[src/rtl/iob_fifo2axis_pkg.sv]
// ============================================================================
// iob_fifo2axis_pkg : buffer state encoding and occupancy limit for the adapter
// Revision: 1.0
// ============================================================================
`default_nettype none

package iob_fifo2axis_pkg;

   typedef enum logic [1:0] {
      BUF_EMPTY = 2'd0,
      BUF_ONE   = 2'd1,
      BUF_TWO   = 2'd2
   } buf_state_t;

   // Words held in the buffer plus the read in flight never exceed this.
   localparam int OCC_MAX = 2;

endpackage

`default_nettype wire

[src/rtl/iob_fifo2axis_buf.sv]
// ============================================================================
// iob_fifo2axis_buf : two-entry ordered buffer (head + skid) for the stream side
// Revision: 1.0
// ============================================================================
`default_nettype none

module iob_fifo2axis_buf
   import iob_fifo2axis_pkg::*;
#(
   parameter int DATA_W = 32
) (
   input  logic              clk,
   input  logic              arst,
   input  logic              rst,
   input  logic              push,
   input  logic [DATA_W-1:0] push_data,
   input  logic              pop,
   output logic [DATA_W-1:0] head_data,
   output logic              head_valid,
   output logic [1:0]        count
);

   buf_state_t        r_state;
   logic [DATA_W-1:0] r_head;
   logic [DATA_W-1:0] r_skid;

   always_ff @(posedge clk or posedge arst) begin
      if (arst) begin
         r_state <= BUF_EMPTY;
         r_head  <= '0;
         r_skid  <= '0;
      end else if (rst) begin
         r_state <= BUF_EMPTY;
         r_head  <= '0;
         r_skid  <= '0;
      end else begin
         case (r_state)
            BUF_EMPTY: begin
               if (push) begin
                  r_head  <= push_data;
                  r_state <= BUF_ONE;
               end
            end
            BUF_ONE: begin
               if (push && pop) begin
                  r_head <= push_data;
               end else if (push) begin
                  r_skid  <= push_data;
                  r_state <= BUF_TWO;
               end else if (pop) begin
                  r_state <= BUF_EMPTY;
               end
            end
            BUF_TWO: begin
               // Skid promotes to head; a push here keeps order behind it.
               if (pop) begin
                  r_head <= r_skid;
                  if (push) begin
                     r_skid <= push_data;
                  end else begin
                     r_state <= BUF_ONE;
                  end
               end
            end
            default: r_state <= BUF_EMPTY;
         endcase
      end
   end

   assign head_data  = r_head;
   assign head_valid = (r_state != BUF_EMPTY);
   assign count      = r_state;

endmodule

`default_nettype wire

[src/rtl/iob_fifo2axis.sv]
// ============================================================================
// iob_fifo2axis : drains a sync-FIFO read port into an AXI4-Stream master,
//                 framing tlast from a programmed length
// Revision: 1.0
// ============================================================================
`default_nettype none

module iob_fifo2axis
   import iob_fifo2axis_pkg::*;
#(
   parameter int DATA_W = 32,
   parameter int LEN_W  = 16
) (
   input  logic              clk,
   input  logic              arst,
   input  logic              rst,
   input  logic              en,
   input  logic [LEN_W-1:0]  len,
   output logic              fifo_r_en,
   input  logic [DATA_W-1:0] fifo_r_data,
   input  logic              fifo_empty,
   output logic              axis_tvalid,
   input  logic              axis_tready,
   output logic [DATA_W-1:0] axis_tdata,
   output logic              axis_tlast
);

   logic              r_pend;
   logic [LEN_W-1:0]  r_cnt;
   logic              w_pop;
   logic              w_head_valid;
   logic [1:0]        w_count;
   logic [2:0]        w_occ;
   logic [2:0]        w_occ_next;
   logic [DATA_W-1:0] w_head_data;

   assign w_pop      = axis_tvalid & axis_tready;
   assign w_occ      = {1'b0, w_count} + {2'b00, r_pend};
   assign w_occ_next = w_occ - {2'b00, w_pop};

   // Ready feeds straight into the read enable so a popping cycle can refill.
   assign fifo_r_en = ~arst & ~rst & en & ~fifo_empty & (w_occ_next < 3'(OCC_MAX));

   iob_fifo2axis_buf #(
      .DATA_W (DATA_W)
   ) u_buf (
      .clk        (clk),
      .arst       (arst),
      .rst        (rst),
      .push       (r_pend),
      .push_data  (fifo_r_data),
      .pop        (w_pop),
      .head_data  (w_head_data),
      .head_valid (w_head_valid),
      .count      (w_count)
   );

   always_ff @(posedge clk or posedge arst) begin
      if (arst) begin
         r_pend <= 1'b0;
         r_cnt  <= '0;
      end else if (rst) begin
         r_pend <= 1'b0;
         r_cnt  <= '0;
      end else begin
         r_pend <= fifo_r_en;
         if (w_pop) begin
            r_cnt <= axis_tlast ? '0 : r_cnt + LEN_W'(1);
         end
      end
   end

   assign axis_tvalid = w_head_valid;
   assign axis_tdata  = w_head_data;
   assign axis_tlast  = w_head_valid & (len != '0) & (r_cnt == len - LEN_W'(1));

endmodule

`default_nettype wire

[config.mk]
export PLATFORM = sky130hd
export DESIGN_NAME = iob_fifo2axis
export DESIGN_NICKNAME = d
export VERILOG_FILES = /design/src/rtl/iob_fifo2axis_pkg.sv /design/src/rtl/iob_fifo2axis_buf.sv /design/src/rtl/iob_fifo2axis.sv
export SDC_FILE = /design/constraint.sdc
export NUM_CORES = 1
export LEC_CHECK = 0
export BUFFER_PORTS_ARGS = -buffer_cell sky130_fd_sc_hd__buf_2
export CAP_MARGIN = 0
export CORE_ASPECT_RATIO = 0.9
export CORE_UTILIZATION = 60
export DETAILED_ROUTE_END_ITERATION = 8
export GPL_ROUTABILITY_DRIVEN = 0
export GPL_TIMING_DRIVEN = 0
export PLACE_DENSITY = 0.9
export SYNTH_ARGS = -nofsm -noshare
export SYNTH_HDL_FRONTEND = slang
export SYNTH_SLANG_ARGS = --single-unit
[constraint.sdc]
create_clock -name clk -period 11.5 [get_ports clk]
set_input_delay 2.875 -clock clk [delete_from_list [all_inputs] [get_ports clk]]
set_output_delay 2.875 -clock clk [all_outputs]
set_load 0.1 [all_outputs]
### Yosys cells after proc, flatten, opt, wreduce, memory -nomap -nowiden

Cells that the tools add are included.

* register bits after elaboration: 83
* input port bits: 54
* output and inout port bits: 35
* logic and storage cells: 61

* add/subtract/negate cells: 4
* $lt $le $gt $ge: 1
* equality and inequality tests: 9
* mux-type cells: 22
* bitwise logic cells: 10
* reductions and logical operators: 10

Operators by type and width (count)
* $mux W32: 8
* $pmux W32 S3: 1
* $pmux W32 S2: 1
* $mux W16: 3
* $add A16 B1 Y16 const B: 1
* $eq A16 B16 Y1: 1
* $reduce_bool A16 Y1: 1
* $sub A16 B1 Y16 const B: 1
* $mux W2: 7
* $ne A3 B3 Y1 const B: 3
* $and A1 B1 Y1: 7
* $ne A3 B2 Y1 const B: 2
* $pmux W2 S3: 1
* $reduce_and A5 Y1: 1
* $ne A4 B3 Y1 const B: 1
* $reduce_and A4 Y1: 1
* $reduce_bool A2 Y1: 2
* $reduce_bool A4 Y1: 1
* $add A2 B1 Y3: 1
* $lt A3 B2 Y1 const B: 1
* $not A1 Y1: 3
* $reduce_and A3 Y1: 1
* $reduce_bool A3 Y1: 1
* $sub A3 B1 Y3: 1
* 5 further kinds: 5

### Longest topological paths before layout

* word-level depth: 7
* depth in mapped cells: 10
* gate-level depth less buffers: 9

### Modules after synthesis

Synthesis repeated with hierarchy kept, for this count alone.

* cell total of the unflattened synthesis: 535
* area, all modules: 5154.9 um^2

Modules (own cells, without submodules)
* iob_fifo2axis_buf: instances 1, cells each 344, area each 3534.6 um^2, seq. area each 1651.6 um^2
* iob_fifo2axis: instances 1, cells each 191, area each 1620.3 um^2, seq. area each 425.4 um^2

### Worst setup path after synthesis

OpenSTA, ideal clock, no wires.

* path type: input to output
* start: in arst
* end: out fifo_r_en
* arrival: 7.758 ns
* required time: 8.625 ns
* path slack: 0.867 ns
* cell stages on the path: 3
* path buffers: 0
* path through: inv_1 > nand3_1 > nor4_1

* longest elaborated chain between the ends: 5

RTL lines
* start: declaration: RTL line iob_fifo2axis.sv:15 `input logic arst,`
* $not A1 Y1: RTL line iob_fifo2axis.sv:42 `assign fifo_r_en = ~arst & ~rst & en & ~fifo_empty & (w_occ_next < 3'(OCC_MAX));`
* $and A1 B1 Y1 (4 in a row): RTL line iob_fifo2axis.sv:42
* end: declaration: RTL line iob_fifo2axis.sv:19 `output logic fifo_r_en,`

No other way between the ends.

### Worst setup path after layout

* start: in axis_tready
* end: out fifo_r_en

* longest elaborated chain between the ends: 4

RTL lines
* start: declaration: RTL line iob_fifo2axis.sv:23 `input logic axis_tready,`
* $and A1 B1 Y1: RTL line iob_fifo2axis.sv:37 `assign w_pop = axis_tvalid & axis_tready;`
* $sub A3 B1 Y3: RTL line iob_fifo2axis.sv:39 `assign w_occ_next = w_occ - {2'b00, w_pop};`
* $lt A3 B2 Y1: RTL line iob_fifo2axis.sv:42
* $and A1 B1 Y1: RTL line iob_fifo2axis.sv:42

No other way between the ends.

==> flow_metrics.tcl <==
set metrics [dict create \
    nFillCells 534 \
    place_hpwl_mm 8.34 \
    routed_wl_mm 11.5 \
    die_y_um 85.0 \
    wire_per_inst_um 16.3 \
    slew_headroom_pct 21.9 \
    path_cells "clkbuf_1 > o21ai_0 > clkbuf_1 > inv_1 > ha_1 > nand2b_1 > fa_1 > xor2_1 > nor4_1 > buf_2" \
    rows 29 \
    grtUsageTotal_pct 30.7 \
    drive_gt1_share_pct 19.1 \
    drc_errors 0 \
    cts.clk_slew.worst_paths_ns 0.09 \
    synth_xor_area_share_pct 4.57 \
    ys_top_cells_by_area "dfrtp_1 45%, nand2_1 9.6%, mux2i_1 7.0%, o31ai_1 5.9%, a21oi_1 4.4%" \
    status "complete, no violations" \
    syn_area_per_cell_sq_um 9.05 \
    rsz0062_at_grt "no" \
    yosysTopAreaCell "dfrtp_1" \
    slowest_stage "buf_2" \
    post-cts-setup-buffer-count 0 \
    critPathLaunchType "input pin" \
    yosys_register_bits 83 \
    cts_tree "yes" \
    fmax_mhz 115 \
    dr.pass1.iters 4 \
    post_dp_cell_area_sq_mm 0.00518 \
    clkSinkCount 83 \
    slew_viol_final 0 \
    setup_viol 0 \
    synth_top_flop_cell "dfrtp_1" \
    drt_iter0_drc 289 \
    grt_pass1_wl_mm 19.1 \
    multi_input_area_sq_mm 0.00235 \
    p_leak_uw 0.00252 \
    synth_edf_count 0 \
    clk_path_buf_depth 2 \
    worst_path_most_repeated_cell "clkbuf_1" \
    numCtsBuffers 9 \
    vias 4269 \
    critPathMaxFanout 10 \
    worst_slack_ns 2.78 \
    ios 89 \
    avgViaCountPerCell 6.06 \
    fin_crit_sh_pct 75.8 \
    fin_tns_setup_ns 0 \
    synth_top_family_by_area "simple AND/OR/NAND/NOR gates" \
    grt_pass1_vias 4176 \
    port-buffer-count 87 \
    diodes 0 \
    die_area_sq_mm 0.00801 \
    syn_inst 508 \
    pre_cts_ws_ns 2.91 \
    path_class "in2out" \
    ant_nets 0 \
    yosys_warnings 0 \
    seq_area_frac_synth_pct 45.2 \
    seq_area_sq_mm 0.00208 \
    clkLatencyLatePin_ns 0.36 \
    drv_cap 0 \
    hp-class "reg2reg" \
    cp_slowest_stage_delay_ns 0.51 \
    end_kind "output pin" \
    htree_levels 3 \
    finalCriticalPeriod_ns 8.72 \
    clockRootBuffer "clkbuf_8" \
    p_per_area_mw_per_mm2 122 \
    synth-simple-area-share_pct 22.1 \
    nets 666 \
    grt_max_degree 67 \
    syn_nets 567 \
    hold_viol_final 0 \
    holdBufCountCts 0 \
    worstPathRequired_ns 8.63 \
    async_flop_share_pct 100 \
    final_area_sq_mm 0.00535 \
    synth_cell_type_count 51 \
    coreArea_sq_mm 0.00722 \
    grt_overflow 0 \
    arrival_ns 5.85 \
    ctsResizeCount 0 \
    synth_top_area_share_pct 45.2 \
    antenna_found_initial 0 \
    critPathBufInv 4 \
    synth.area.mux_share_pct 6.97 \
    total_power_uw 651 \
    synth-compound-area-share_pct 15.9 \
    fin_worst_skew_ns 0.0111 \
    initial_utilization_pct 63.6 \
    critPathTopFamily "buffers and inverters" \
    worstMarginPinSlew_ns 1.17 \
    syn_area_sq_mm 0.00460 \
    synthAdderAreaFrac_pct 1.52 \
    vdd_drop_max_v 0.000115 \
    die_w_um 94.3 \
    syn_to_final_growth_pct 16.5 \
]
[stage by stage]
step / hold slack, ns / utilization (%) / cells
floorplan: 0.485 / - / 508
global placement: 0.456 / 71.3 / 688
detailed placement: 0.463 / 71.7 / 689
CTS: 0.483 / 74.1 / 705
global route: 0.511 / 74.1 / 705
finish: 0.479 / 74.1 / 705
[report_power, final]
part	switching [uW]	leakage, uW	total, uW	internal [uW]
registers	6.05	0.00113	308	302
clock network	111	0.0000795	192	80.3
logic	122	0.00131	152	30.2
[routing by layer]
metal | vias up | wire length [um] | part of all wire, % | track usage (%)
met4 | 0 | 326 | 2.8 | 12.4
met3 | 26 | 819 | 7.1 | 5.82
li1 | 2003 | - | - | -
met2 | 197 | 5650 | 49 | 51.2
met5 | - | 0 | 0 | 0
met1 | 2043 | 4720 | 41 | 39.5
[cells in the final DEF (no fill, tap or decap), types with 3 or more instances in the layout]
master / n
a21oi_1: 40
a31oi_1: 5
and2_1: 3
and3b_1: 3
buf_1: 3
buf_2: 87
clkbuf_1: 30
clkbuf_8: 9
clkinvlp_4: 3
dfrtp_1: 83
ha_1: 4
inv_1: 11
mux2i_1: 32
nand2_1: 117
nand3_1: 11
nand3b_1: 5
nand4_1: 11
nor2_1: 17
nor3_1: 11
nor4_1: 4
o21ai_0: 6
o21ai_1: 4
o22ai_1: 6
o31ai_1: 36
or2_2: 3
or3_1: 7
xnor2_1: 16
xor2_1: 8
[cells in the mapped netlist (2+ instances only)]
cell type,count
nor3_1,11
nand3_1,11
or3_1,7
inv_1,12
nand2b_1,2
nor4_4,2
clkbuf_1,29
o221ai_1,2
buf_1,3
o211ai_1,2
mux2i_1,32
a31oi_1,5
o31ai_1,36
o21ai_0,6
nor4_1,4
xnor2_1,16
ha_1,4
nor2_1,17
nor3b_1,2
nor4b_1,2
nand4_1,11
or2_2,3
nand2_1,117
dfrtp_1,83
and3b_1,3
a21oi_1,40
and2_1,3
xor2_1,8
o22ai_1,6
o21ai_1,4
nand3b_1,5
[worst reg2reg max path, cell delays in order, from the launching register on]
cell and delay, ns:
dfrtp_1 0.41, clkbuf_1 0.21, o21ai_0 0.32, clkbuf_1 0.42
inv_1 0.26, ha_1 0.33, nand2b_1 0.15, fa_1 0.39
xor2_1 0.18, nor4_1 0.28
[path summary, 6_finish.rpt]
path	endpoint	start	cells after the start	slack, ns
setup / recovery	fifo_r_en	axis_tready	10	2.78
hold / removal	u_buf.head_data[17]	u_buf.head_data[17]	2	0.48
setup reg to reg	r_pend	u_buf.count[1]	9	8.45
hold reg to reg	u_buf.head_data[17]	u_buf.head_data[17]	2	0.48
max in group asynchronous	u_buf.count[0]	arst	3	8.46
min in group asynchronous	u_buf.head_data[25]	arst	2	2.44
[cell families after synthesis]
group                    after synthesis
XOR/XNOR                              24
multiplexers                          32
AO/OA/AOI/OAI                        111
AND/OR/NAND/NOR                      208
adder cells (fa/ha/maj)                5
flip-flops                            83
buffers and inverters                 45
[final cells by class]
cell class / count / share of cell area (%)
multi-input combinational: 380 / 43.8
timing repair buffer: 88 / 8.65
clock buffer: 10 / 2.38
inverter: 12 / 0.888
clock inverter: 6 / 0.911
tap: 93 / 2.17
buffer: 33 / 2.38
sequential: 83 / 38.8
[flip-flops by register name, summed over array words and instances (netlist names)]
signal,flops
u_buf.head_data,32
r_pend,1
r_cnt,16
u_buf.r_skid,32
u_buf.count,2
No activity file was read; power rests on OpenSTA's default activity.
